## src/rtl/stg1if_queue_if.sv

```systemverilog
// rtl/stg1if_queue_if.sv - fetch-to-decode instruction queue signal bundle
interface stg1if_queue_if #(
   parameter int ADDR_W = 24,
   parameter int DATA_W = 24,
   parameter int DEPTH  = 4
);
   localparam int CNT_W = $clog2(DEPTH + 1);

   // fetch side
   logic [ADDR_W-1:0] iw_pc;
   logic [DATA_W-1:0] iw_mem_data;
   logic              iw_ia_valid;
   logic              ow_ia_ready;
   logic              iw_flush;
   // decode side
   logic [ADDR_W-1:0] ow_pc;
   logic [DATA_W-1:0] ow_instr;
   logic              ow_valid;
   logic              iw_ready;
   // status
   logic [CNT_W-1:0]  ow_count;
   logic              ow_ovf;

   // master: the environment driving fetch words and decode consumption
   modport master (
      output iw_pc, iw_mem_data, iw_ia_valid, iw_flush, iw_ready,
      input  ow_ia_ready, ow_pc, ow_instr, ow_valid, ow_count, ow_ovf
   );

   // slave: the queue itself
   modport slave (
      input  iw_pc, iw_mem_data, iw_ia_valid, iw_flush, iw_ready,
      output ow_ia_ready, ow_pc, ow_instr, ow_valid, ow_count, ow_ovf
   );
endinterface

```

## src/rtl/stg1if_queue.sv

```systemverilog
// rtl/stg1if_queue.sv - fetch-stage {pc, instr} queue feeding decode
module stg1if_queue #(
   parameter int ADDR_W = 24,
   parameter int DATA_W = 24,
   parameter int DEPTH  = 4
) (
   input  logic          iw_clk,
   input  logic          iw_rst,
   stg1if_queue_if.slave q
);
   localparam int PTR_W = $clog2(DEPTH);
   localparam int CNT_W = $clog2(DEPTH + 1);
   localparam int ENT_W = ADDR_W + DATA_W;
   localparam logic [CNT_W-1:0] FULL_CNT = CNT_W'(DEPTH);

   logic [PTR_W-1:0] wr_ptr_q, wr_ptr_d;
   logic [PTR_W-1:0] rd_ptr_q, rd_ptr_d;
   logic [CNT_W-1:0] count_q, count_d;
   logic             ovf_q, ovf_d;
   logic [ENT_W-1:0] mem_q [DEPTH];
   logic [ENT_W-1:0] mem_d [DEPTH];

   logic             full;
   logic             not_empty;
   logic             push;
   logic             pop;
   logic [ENT_W-1:0] head;

   // Handshake qualification; flush suppresses both sides, and a full
   // queue refuses a word even when decode pops in the same cycle.
   always_comb begin
      full      = (count_q == FULL_CNT);
      not_empty = (count_q != '0);
      push      = q.iw_ia_valid & ~full & ~q.iw_flush;
      pop       = not_empty & q.iw_ready & ~q.iw_flush;
   end

   // Next-state for pointers, occupancy and the sticky overflow flag.
   always_comb begin
      wr_ptr_d = wr_ptr_q;
      rd_ptr_d = rd_ptr_q;
      count_d  = count_q;
      ovf_d    = ovf_q | (q.iw_ia_valid & full & ~q.iw_flush);
      if (q.iw_flush) begin
         wr_ptr_d = '0;
         rd_ptr_d = '0;
         count_d  = '0;
      end else begin
         if (push) wr_ptr_d = wr_ptr_q + PTR_W'(1);
         if (pop)  rd_ptr_d = rd_ptr_q + PTR_W'(1);
         case ({push, pop})
            2'b10:   count_d = count_q + CNT_W'(1);
            2'b01:   count_d = count_q - CNT_W'(1);
            default: count_d = count_q;
         endcase
      end
   end

   // Storage write: only the tail entry changes, and only on an accepted push.
   always_comb begin
      mem_d = mem_q;
      if (push) mem_d[wr_ptr_q] = {q.iw_pc, q.iw_mem_data};
   end

   // Control state; reset clears everything immediately, including ovf.
   always_ff @(posedge iw_clk or posedge iw_rst) begin
      if (iw_rst) begin
         wr_ptr_q <= '0;
         rd_ptr_q <= '0;
         count_q  <= '0;
         ovf_q    <= 1'b0;
      end else begin
         wr_ptr_q <= wr_ptr_d;
         rd_ptr_q <= rd_ptr_d;
         count_q  <= count_d;
         ovf_q    <= ovf_d;
      end
   end

   // Entry storage carries no reset; stale words are masked by the count.
   always_ff @(posedge iw_clk) begin
      mem_q <= mem_d;
   end

   // Outputs come only from registered state; an empty queue presents a
   // zero pc/instr bubble to decode.
   always_comb begin
      head          = mem_q[rd_ptr_q];
      q.ow_ia_ready = ~full;
      q.ow_valid    = not_empty;
      q.ow_count    = count_q;
      q.ow_ovf      = ovf_q;
      q.ow_pc       = '0;
      q.ow_instr    = '0;
      if (not_empty) begin
         q.ow_pc    = head[ENT_W-1:DATA_W];
         q.ow_instr = head[DATA_W-1:0];
      end
   end
endmodule

```

## src/flat_wrapper.sv

```systemverilog
// flat-port wrapper written by rule: the top's interface ports become plain ports
module stg1if_queue_flat 
#(
   parameter int ADDR_W = 24,
   parameter int DATA_W = 24,
   parameter int DEPTH  = 4
)
  (iw_clk, iw_rst, q_iw_pc, q_iw_mem_data, q_iw_ia_valid, q_iw_flush, q_iw_ready, q_ow_ia_ready, q_ow_pc, q_ow_instr, q_ow_valid, q_ow_count, q_ow_ovf);
  stg1if_queue_if #(.ADDR_W(ADDR_W), .DATA_W(DATA_W), .DEPTH(DEPTH)) q_i ();
  input  logic iw_clk;
  input  logic iw_rst;
  input wire logic [$bits(q_i.iw_pc)-1:0] q_iw_pc;
  input wire logic [$bits(q_i.iw_mem_data)-1:0] q_iw_mem_data;
  input wire logic [$bits(q_i.iw_ia_valid)-1:0] q_iw_ia_valid;
  input wire logic [$bits(q_i.iw_flush)-1:0] q_iw_flush;
  input wire logic [$bits(q_i.iw_ready)-1:0] q_iw_ready;
  output wire logic [$bits(q_i.ow_ia_ready)-1:0] q_ow_ia_ready;
  output wire logic [$bits(q_i.ow_pc)-1:0] q_ow_pc;
  output wire logic [$bits(q_i.ow_instr)-1:0] q_ow_instr;
  output wire logic [$bits(q_i.ow_valid)-1:0] q_ow_valid;
  output wire logic [$bits(q_i.ow_count)-1:0] q_ow_count;
  output wire logic [$bits(q_i.ow_ovf)-1:0] q_ow_ovf;
  assign q_i.iw_pc = q_iw_pc;
  assign q_i.iw_mem_data = q_iw_mem_data;
  assign q_i.iw_ia_valid = q_iw_ia_valid;
  assign q_i.iw_flush = q_iw_flush;
  assign q_i.iw_ready = q_iw_ready;
  assign q_ow_ia_ready = q_i.ow_ia_ready;
  assign q_ow_pc = q_i.ow_pc;
  assign q_ow_instr = q_i.ow_instr;
  assign q_ow_valid = q_i.ow_valid;
  assign q_ow_count = q_i.ow_count;
  assign q_ow_ovf = q_i.ow_ovf;
  stg1if_queue #(.ADDR_W(ADDR_W), .DATA_W(DATA_W), .DEPTH(DEPTH)) u_core (.iw_clk(iw_clk), .iw_rst(iw_rst), .q(q_i));
endmodule
```

## config.mk

```make
export PLATFORM = sky130hd
export DESIGN_NAME = stg1if_queue_flat
export DESIGN_NICKNAME = d
export VERILOG_FILES = /design/src/rtl/stg1if_queue_if.sv /design/src/rtl/stg1if_queue.sv /design/src/flat_wrapper.sv
export SDC_FILE = /design/constraint.sdc
export NUM_CORES = 1
export LEC_CHECK = 0
export ABC_AREA = 1
export CORE_ASPECT_RATIO = 2
export CORE_MARGIN = 10
export CORE_UTILIZATION = 39
export CTS_CLUSTER_DIAMETER = 50
export DETAILED_ROUTE_END_ITERATION = 16
export GPL_ROUTABILITY_DRIVEN = 0
export PLACE_DENSITY_LB_ADDON = 0.12
export SETUP_SLACK_MARGIN = 0.15
export SYNTH_ARGS = -nofsm -noshare
export SYNTH_HDL_FRONTEND = slang
export SYNTH_SLANG_ARGS = --single-unit
```

## constraint.sdc

```tcl
create_clock -name iw_clk -period 10.6 [get_ports iw_clk]
set_clock_uncertainty 0.2 [all_clocks]
set_input_delay 2.12 -clock iw_clk [delete_from_list [all_inputs] [get_ports iw_clk]]
set_output_delay 2.12 -clock iw_clk [all_outputs]
set_load 0.005 [all_outputs]
```

==> impl_metrics.prom, run 1 <==
# TYPE chip_impl_metric gauge
chip_impl_metric{name="finalHoldViolCount",unit=""} 0
chip_impl_metric{name="initial_antenna_violation_count",unit=""} 1
chip_impl_metric{name="maxSlewHeadroom",unit=""} 0.2607
chip_impl_metric{name="pre_antenna_drt_iters",unit=""} 6
chip_impl_metric{name="number_of_cell_rows",unit=""} 74
chip_impl_info{name="outcome",value="completed"} 1
chip_impl_info{name="clock_tree.root_cell",value="clkbuf_16"} 1
chip_impl_metric{name="netlist_area",unit="um^2"} 8046
chip_impl_metric{name="tritoncts.num_buffers",unit=""} 17
chip_impl_metric{name="post_synthesis_compound_gate_area_fraction",unit=""} 0.1037
chip_impl_metric{name="synthCells",unit=""} 636
chip_impl_metric{name="fmax",unit="GHz"} 0.1908
chip_impl_metric{name="drtIter0Drc",unit=""} 247
chip_impl_metric{name="total_detailed_routing_wirelength",unit="mm"} 18.94
chip_impl_metric{name="multi_input_comb_area",unit="um^2"} 1837
chip_impl_metric{name="cts_buffer_depth",unit=""} 2
chip_impl_metric{name="grt_start_max_net_pins",unit=""} 99
chip_impl_metric{name="grt.total_usage",unit=""} 0.1417
chip_impl_info{name="rsz0062_at_grt",value="false"} 1
chip_impl_metric{name="timing.final.crit_share",unit=""} 0.4944
chip_impl_metric{name="cap_violations",unit=""} 0
chip_impl_metric{name="core_area",unit="um^2"} 20370
chip_impl_metric{name="vdd_ir_drop_max",unit="mV"} 0.1211
chip_impl_info{name="yosys-top-cells-area",value="edfxtp_1 72%, nor2_1 9.2%, o21ai_0 4.2%"} 1
chip_impl_info{name="worstHoldPathType",value="register to register"} 1
chip_impl_metric{name="avgRoutedWirePerCell",unit="um"} 18.74
chip_impl_metric{name="via_per_inst",unit=""} 4.967
chip_impl_metric{name="clock_pin_transition_on_the_worst_setup_and_hold_timing_paths",unit="ns"} 0.07
chip_impl_metric{name="tightest_slew",unit="ns"} 1.107
chip_impl_metric{name="die-height",unit="um"} 223.1
chip_impl_metric{name="ys_seq_elements",unit=""} 200
chip_impl_info{name="synthDominantAreaCellType",value="edfxtp_1"} 1
chip_impl_metric{name="post_cts_hold_buffer_count",unit=""} 0
chip_impl_metric{name="postCtsResizedCells",unit=""} 0
chip_impl_metric{name="clock_sinks",unit=""} 200
chip_impl_metric{name="initial_utilization",unit=""} 0.3950
chip_impl_metric{name="overflow",unit=""} 0
chip_impl_metric{name="finish.net_count",unit=""} 790
chip_impl_metric{name="nFillCells",unit=""} 1844
chip_impl_metric{name="synth.distinct_cells",unit=""} 28
chip_impl_metric{name="leakagePower",unit="nW"} 3.332
chip_impl_metric{name="design.portCount",unit=""} 107
chip_impl_metric{name="fin_setup_tns",unit="ns"} 0
chip_impl_metric{name="antenna_cells_inserted",unit=""} 0
chip_impl_metric{name="first_global_vias",unit=""} 5303
chip_impl_metric{name="hpwl",unit="mm"} 10.71
chip_impl_info{name="reg2reg_from",value="u_core.q.ow_count[0]"} 1
chip_impl_metric{name="vias_after_detailed_routing",unit=""} 5022
chip_impl_metric{name="h-tree-depth",unit=""} 4
chip_impl_metric{name="worst_r2r_path_depth",unit=""} 5
chip_impl_metric{name="yosysWarningCount",unit=""} 0
chip_impl_metric{name="area.growth.synth_to_final",unit="%"} 23.25
chip_impl_metric{name="final.min_clock_period",unit="ns"} 5.241
chip_impl_metric{name="synth_simple_gate_area_frac",unit=""} 0.1110
chip_impl_metric{name="total_count_of_max_transition_violations_in_the_final_report",unit=""} 0
chip_impl_info{name="worst_hold_startpoint",value="u_core.q.ow_ovf"} 1
chip_impl_metric{name="yosysSeqAreaShare",unit=""} 0.7414
chip_impl_metric{name="syn_area_per_cell",unit="um^2"} 12.65
chip_impl_metric{name="power_density",unit="nW/um^2"} 191.2
chip_impl_metric{name="fp.dieW",unit="um"} 121.6
chip_impl_metric{name="worst_hold_path.num_cells",unit=""} 1
chip_impl_info{name="crit_end",value="q_ow_pc[21]"} 1
chip_impl_metric{name="share_of_post_route_cells_with_drive_strength_above_1",unit=""} 0.09799
chip_impl_metric{name="r2r_slack",unit="ns"} 8.20
chip_impl_metric{name="drc",unit=""} 0
chip_impl_metric{name="clock_insertion_delay_worst_skew",unit="ns"} 0.44
chip_impl_info{name="worst_setup_start_kind",value="register"} 1
chip_impl_info{name="r2r_end",value="u_core.mem_q[129]"} 1
chip_impl_metric{name="synth_top_cell_area_share",unit=""} 0.7165
chip_impl_metric{name="synth_fp_nets",unit=""} 694
chip_impl_info{name="cp-startpoint",value="u_core.rd_ptr_q[0]"} 1
chip_impl_metric{name="antenna_left",unit=""} 0
chip_impl_metric{name="worst_ep_required_time",unit="ns"} 8.28
chip_impl_info{name="criticalPathCategory",value="register to primary output"} 1
chip_impl_metric{name="port_buffers",unit=""} 106
chip_impl_metric{name="final_util",unit=""} 0.4869
chip_impl_metric{name="postSynth.asyncResetShare",unit=""} 0.04000
chip_impl_metric{name="synth-adder-area-share",unit=""} 0.008708
chip_impl_metric{name="post_cts_buffers",unit=""} 0
chip_impl_metric{name="synthMuxAreaShare",unit=""} 0
chip_impl_info{name="tritoncts_clock_tree",value="yes"} 1
chip_impl_info{name="dominant_combinational_cell_family_by_area_after_synthesis",value="simple AND/OR/NAND/NOR gates"} 1
chip_impl_metric{name="synth-edff-count",unit=""} 192
chip_impl_metric{name="register_area",unit="um^2"} 5971
chip_impl_info{name="setup.worst_path.end_class",value="primary output"} 1
chip_impl_metric{name="critPathArrivalTime",unit="ns"} 2.92
chip_impl_metric{name="cp_max_fo",unit=""} 98
chip_impl_metric{name="dieArea",unit="um^2"} 27130
chip_impl_metric{name="setup_viol_count_final",unit=""} 0
chip_impl_metric{name="grt_pass1_wl",unit="mm"} 29.32
chip_impl_metric{name="yosys.area_share.xor_xnor",unit=""} 0.001088
chip_impl_info{name="synth_top_flop_cell",value="edfxtp_1"} 1
-- final cells by class --
class | instances | share of cell area
clock buffers | 17 | 0.04290
repair buffers | 113 | 0.1123
flip-flops and latches | 200 | 0.6021
well taps | 266 | 0.03356
inverters | 17 | 0.007192
clock inverters | 15 | 0.01678
multi-input cells | 383 | 0.1852
-- state kept, by name, summed over array words and instances (netlist names) --
signal             cells
u_core.wr_ptr_q        2
u_core.q.ow_ovf        1
u_core.mem_q         192
u_core.rd_ptr_q        2
u_core.q.ow_count      3
-- stage by stage --
stage                     total power [mW]  hold slack [ns]  cell area (um^2)  setup slack [ns]  std cells
after floorplan                      1.098           0.2678              8046             5.482        636
after global placement               1.275           0.2670              9325             5.829        979
after detailed placement             1.280           0.2719              9325             5.783        979
after CTS                            1.922           0.2887              9917             5.294       1011
after global routing                 1.988           0.3041              9917             5.139       1011
final                                1.896           0.2882              9917             5.359       1011
-- cell families after synthesis --
group,Yosys count
adders and majority gates,5
DFF,200
buffers and inverters,53
xor gates and xnor gates,1
and+or+nand+nor,224
AOI/OAI and AO/OA,153
-- cell usage after synthesis, types with 2 or more instances --
| master | instances |
|---|---|
| inv_2 | 4 |
| clkbuf_1 | 10 |
| buf_4 | 5 |
| buf_6 | 4 |
| a21oi_2 | 13 |
| buf_1 | 2 |
| nor2_1 | 198 |
| o21ai_1 | 31 |
| edfxtp_1 | 192 |
| inv_1 | 10 |
| inv_4 | 3 |
| nand2_4 | 3 |
| ha_1 | 4 |
| buf_2 | 12 |
| o21bai_1 | 2 |
| clkbuf_2 | 3 |
| o21ai_0 | 68 |
| dfrtp_1 | 8 |
| nand2_1 | 19 |
| a21oi_1 | 37 |
-- worst min path at each step --
stage,endpoint
after floorplan,u_core.q.ow_ovf
after global placement,u_core.q.ow_ovf
after detailed placement,u_core.q.ow_ovf
after CTS,u_core.q.ow_ovf
after global routing,u_core.q.ow_ovf
final,u_core.q.ow_ovf
-- per-layer routing --
metal | GRT usage | up-vias | wire length, um
met2 | 0.2505 | 112 | 10110
met4 | 0.05102 | 2 | 310
met5 | 0 | - | 13
li1 | - | 2422 | -
met1 | 0.1547 | 2465 | 7639
met3 | 0.04199 | 21 | 869
-- critical path, stage by stage (launching register included) --
cell and delay, ns:
dfrtp_4 0.43, buf_4 0.81, nor2_1 0.13, nor2_1 0.12, o21ai_0 0.09, a21oi_1 0.31
clkdlybuf4s50_1 0.57
-- power breakdown --
group | internal (mW) | total [mW] | switching (mW)
Clock | 0.352 | 0.643 | 0.291
Sequential | 0.894 | 0.904 | 0.0101
Combinational | 0.155 | 0.349 | 0.194
Total | 1.40 | 1.90 | 0.495
-- cells in the final DEF (no fill, tap or decap), drive strengths merged --
| cell | n |
|---|---|
| clkinv | 5 |
| nand3 | 2 |
| ha | 4 |
| fa | 1 |
| a21oi | 51 |
| bufinv | 2 |
| buf | 7 |
| edfxtp | 192 |
| clkbuf | 17 |
| clkdlybuf4s50 | 106 |
| dfrtp | 8 |
| o21ai | 100 |
| nand4 | 1 |
| nand2 | 22 |
| clkinvlp | 3 |
| xnor2 | 1 |
| nor2 | 199 |
| o21bai | 2 |
| inv | 22 |
Note: power is estimated with default switching activity, not from simulation.
==> run 2: changes to the inputs <==
Clock period 10.6 ns to 4.63 ns, I/O delays scaled along.
==> run 2 against run 1 <==
Effect of this change: die area stayed put; largest power group unchanged; largest cell class unchanged; total power increased by 130%; worst setup slack worse by 5.0 ns; critical endpoint is now q_ow_pc[23]; final cell count about the same; sequential share of layout area down 0.49 points; combinational power is 130% higher; sequential power grew 130%; via count fell by 0.62%.
==> impl_metrics.prom, run 2 (same netlist as run 1, synthesis figures left out) <==
# TYPE chip_impl_metric gauge
chip_impl_info{name="tritoncts_clock_tree",value="yes"} 1
chip_impl_metric{name="die-height",unit="um"} 223.1
chip_impl_info{name="regMostFlops",value="u_core.mem_q"} 1
chip_impl_metric{name="worst_ep_required_time",unit="ns"} 3.50
chip_impl_metric{name="clockPowerShare",unit=""} 0.344
chip_impl_metric{name="cp_max_fo",unit=""} 73
chip_impl_metric{name="first_global_vias",unit=""} 5268
chip_impl_metric{name="largest_register_ff_count",unit=""} 192
chip_impl_metric{name="final.min_clock_period",unit="ns"} 4.228
chip_impl_metric{name="clock_pin_transition_on_the_worst_setup_and_hold_timing_paths",unit="ns"} 0.07
chip_impl_metric{name="avgRoutedWirePerCell",unit="um"} 19.03
chip_impl_metric{name="cts_buffer_depth",unit=""} 2
chip_impl_metric{name="core_area",unit="um^2"} 20370
chip_impl_metric{name="port_buffers",unit=""} 106
chip_impl_metric{name="grt_start_max_net_pins",unit=""} 74
chip_impl_metric{name="grt.total_usage",unit=""} 0.1440
chip_impl_metric{name="worst_hold_path.num_cells",unit=""} 1
chip_impl_info{name="clock_tree.root_cell",value="clkbuf_16"} 1
chip_impl_metric{name="seq_power_share",unit=""} 0.476
chip_impl_info{name="setup.worst_path.end_class",value="primary output"} 1
chip_impl_metric{name="total_count_of_max_transition_violations_in_the_final_report",unit=""} 0
chip_impl_metric{name="finish.net_count",unit=""} 791
chip_impl_metric{name="vias_after_detailed_routing",unit=""} 4991
chip_impl_metric{name="worst_slack",unit="ns"} 0.4018
chip_impl_metric{name="r2r_slack",unit="ns"} 2.34
chip_impl_info{name="reg2reg_from",value="u_core.q.ow_count[0]"} 1
chip_impl_metric{name="comb_power_share",unit=""} 0.180
chip_impl_info{name="layout.cells.most_common",value="nor2_1"} 1
chip_impl_metric{name="fp.dieW",unit="um"} 121.6
chip_impl_metric{name="power.share.switching",unit=""} 0.2570
chip_impl_info{name="worstHoldPathType",value="register to register"} 1
chip_impl_metric{name="initial_antenna_violation_count",unit=""} 0
chip_impl_info{name="rsz0062_at_grt",value="false"} 1
chip_impl_metric{name="fin_setup_tns",unit="ns"} 0
chip_impl_metric{name="design.portCount",unit=""} 107
chip_impl_metric{name="pre_cts_slack",unit="ns"} 0.8030
chip_impl_info{name="r2r_end",value="u_core.mem_q[19]"} 1
chip_impl_metric{name="pre_antenna_drt_iters",unit=""} 4
chip_impl_metric{name="drtIter0Drc",unit=""} 246
chip_impl_metric{name="share_of_post_route_cells_with_drive_strength_above_1",unit=""} 0.09517
chip_impl_metric{name="postCtsResizedCells",unit=""} 0
chip_impl_metric{name="number_of_cell_rows",unit=""} 74
chip_impl_info{name="worst_setup_start_kind",value="register"} 1
chip_impl_metric{name="post_cts_buffers",unit=""} 0
chip_impl_metric{name="critPathArrivalTime",unit="ns"} 3.10
chip_impl_metric{name="antenna_left",unit=""} 0
chip_impl_metric{name="area.growth.synth_to_final",unit="%"} 24.26
chip_impl_metric{name="initial_utilization",unit=""} 0.3950
chip_impl_metric{name="overflow",unit=""} 0
chip_impl_info{name="worst_hold_startpoint",value="u_core.q.ow_ovf"} 1
chip_impl_metric{name="tritoncts.num_buffers",unit=""} 17
chip_impl_metric{name="h-tree-depth",unit=""} 4
chip_impl_metric{name="total_detailed_routing_wirelength",unit="mm"} 19.26
chip_impl_metric{name="p_int",unit="mW"} 3.262
chip_impl_metric{name="worst_r2r_path_depth",unit=""} 5
chip_impl_metric{name="setup_viol_count_final",unit=""} 0
chip_impl_metric{name="leakagePower",unit="nW"} 3.358
chip_impl_info{name="hold_path_end",value="u_core.q.ow_ovf"} 1
chip_impl_metric{name="maxSlewHeadroom",unit=""} 0.2977
chip_impl_metric{name="via_per_inst",unit=""} 4.932
chip_impl_metric{name="post_cts_hold_buffer_count",unit=""} 0
chip_impl_metric{name="hpwl",unit="mm"} 11.60
chip_impl_info{name="outcome",value="completed"} 1
chip_impl_metric{name="finalHoldViolCount",unit=""} 0
chip_impl_info{name="layout_common_cells",value="194 x nor2_1, 192 x edfxtp_1, 106 x clkdlybuf4s50_1"} 1
chip_impl_metric{name="tightest_slew",unit="ns"} 1.052
chip_impl_metric{name="clock_sinks",unit=""} 200
chip_impl_metric{name="reported_net_switching_power",unit="mW"} 1.128
chip_impl_metric{name="clock_insertion_delay_worst_skew",unit="ns"} 0.44
chip_impl_metric{name="dieArea",unit="um^2"} 27130
chip_impl_metric{name="grt_pass1_wl",unit="mm"} 29.44
chip_impl_metric{name="drc",unit=""} 0
chip_impl_metric{name="fmax",unit="GHz"} 0.2365
chip_impl_metric{name="vdd_ir_drop_max",unit="mV"} 0.2507
chip_impl_metric{name="antenna_cells_inserted",unit=""} 0
chip_impl_metric{name="power_density",unit="nW/um^2"} 439.2
chip_impl_info{name="criticalPathCategory",value="register to primary output"} 1
chip_impl_metric{name="cap_violations",unit=""} 0
chip_impl_metric{name="timing.final.crit_share",unit=""} 0.9132
[run 2: layer usage]
metal / up-vias / wire length (um) / GRT usage / part of all wire
met5: - / 0 / 0 / 0
met4: 0 / 354 / 0.05141 / 0.018
met3: 17 / 950 / 0.04351 / 0.049
met2: 98 / 10550 / 0.2615 / 0.55
met1: 2446 / 7399 / 0.1505 / 0.38
li1: 2430 / - / - / -
[run 2: worst max-delay path by stage]
| stage | start | to |
|---|---|---|
| 2_1_floorplan | q_iw_flush | u_core.mem_q[0] |
| 3_3_place_gp | u_core.rd_ptr_q[0] | q_ow_instr[15] |
| 3_5_place_dp | u_core.rd_ptr_q[0] | q_ow_instr[15] |
| 4_1_cts | u_core.rd_ptr_q[0] | q_ow_instr[15] |
| 5_1_grt | u_core.rd_ptr_q[0] | q_ow_instr[4] |
| 6_report | u_core.rd_ptr_q[0] | q_ow_pc[23] |
[run 2: power groups by stage]
stage	registers [mW]	logic (mW)	clock network (mW)
6_report	2.09	0.790	1.51
5_1_grt	2.10	0.871	1.62
4_1_cts	2.09	0.816	1.55
3_5_place_dp	2.13	0.810	0
3_3_place_gp	2.13	0.806	0
2_1_floorplan	2.11	0.407	0
[run 2: area by class of cell]
class | count | area, um^2
sequential | 200 | 5971
fill | 1844 | 10370
inverter | 17 | 71.32
multi-input combinational | 383 | 1837
timing repair buffer | 114 | 1184
clock inverter | 15 | 177.7
tap | 266 | 332.8
clock buffer | 17 | 425.4
[run 2: critical path, cell delays in order, from the launching register on]
cell and delay [ns]:
dfrtp_4 0.72, inv_4 0.62, buf_4 0.39, o21ai_0 0.13, a21oi_1 0.22, clkdlybuf4s50_1 0.55
[run 2: stage by stage]
stage                     instances  area [um^2]  hold WS (ns)  power (mW)    util
after floorplan                 636         8046        0.2678       2.514       -
after global placement          980         9395        0.2637       2.936  0.4612
after detailed placement        980         9395        0.2726       2.944  0.4612
after CTS                      1012         9998        0.2930       4.455  0.4908
after global routing           1012         9998        0.2981       4.590  0.4908
final                          1012         9998        0.2809       4.391  0.4908
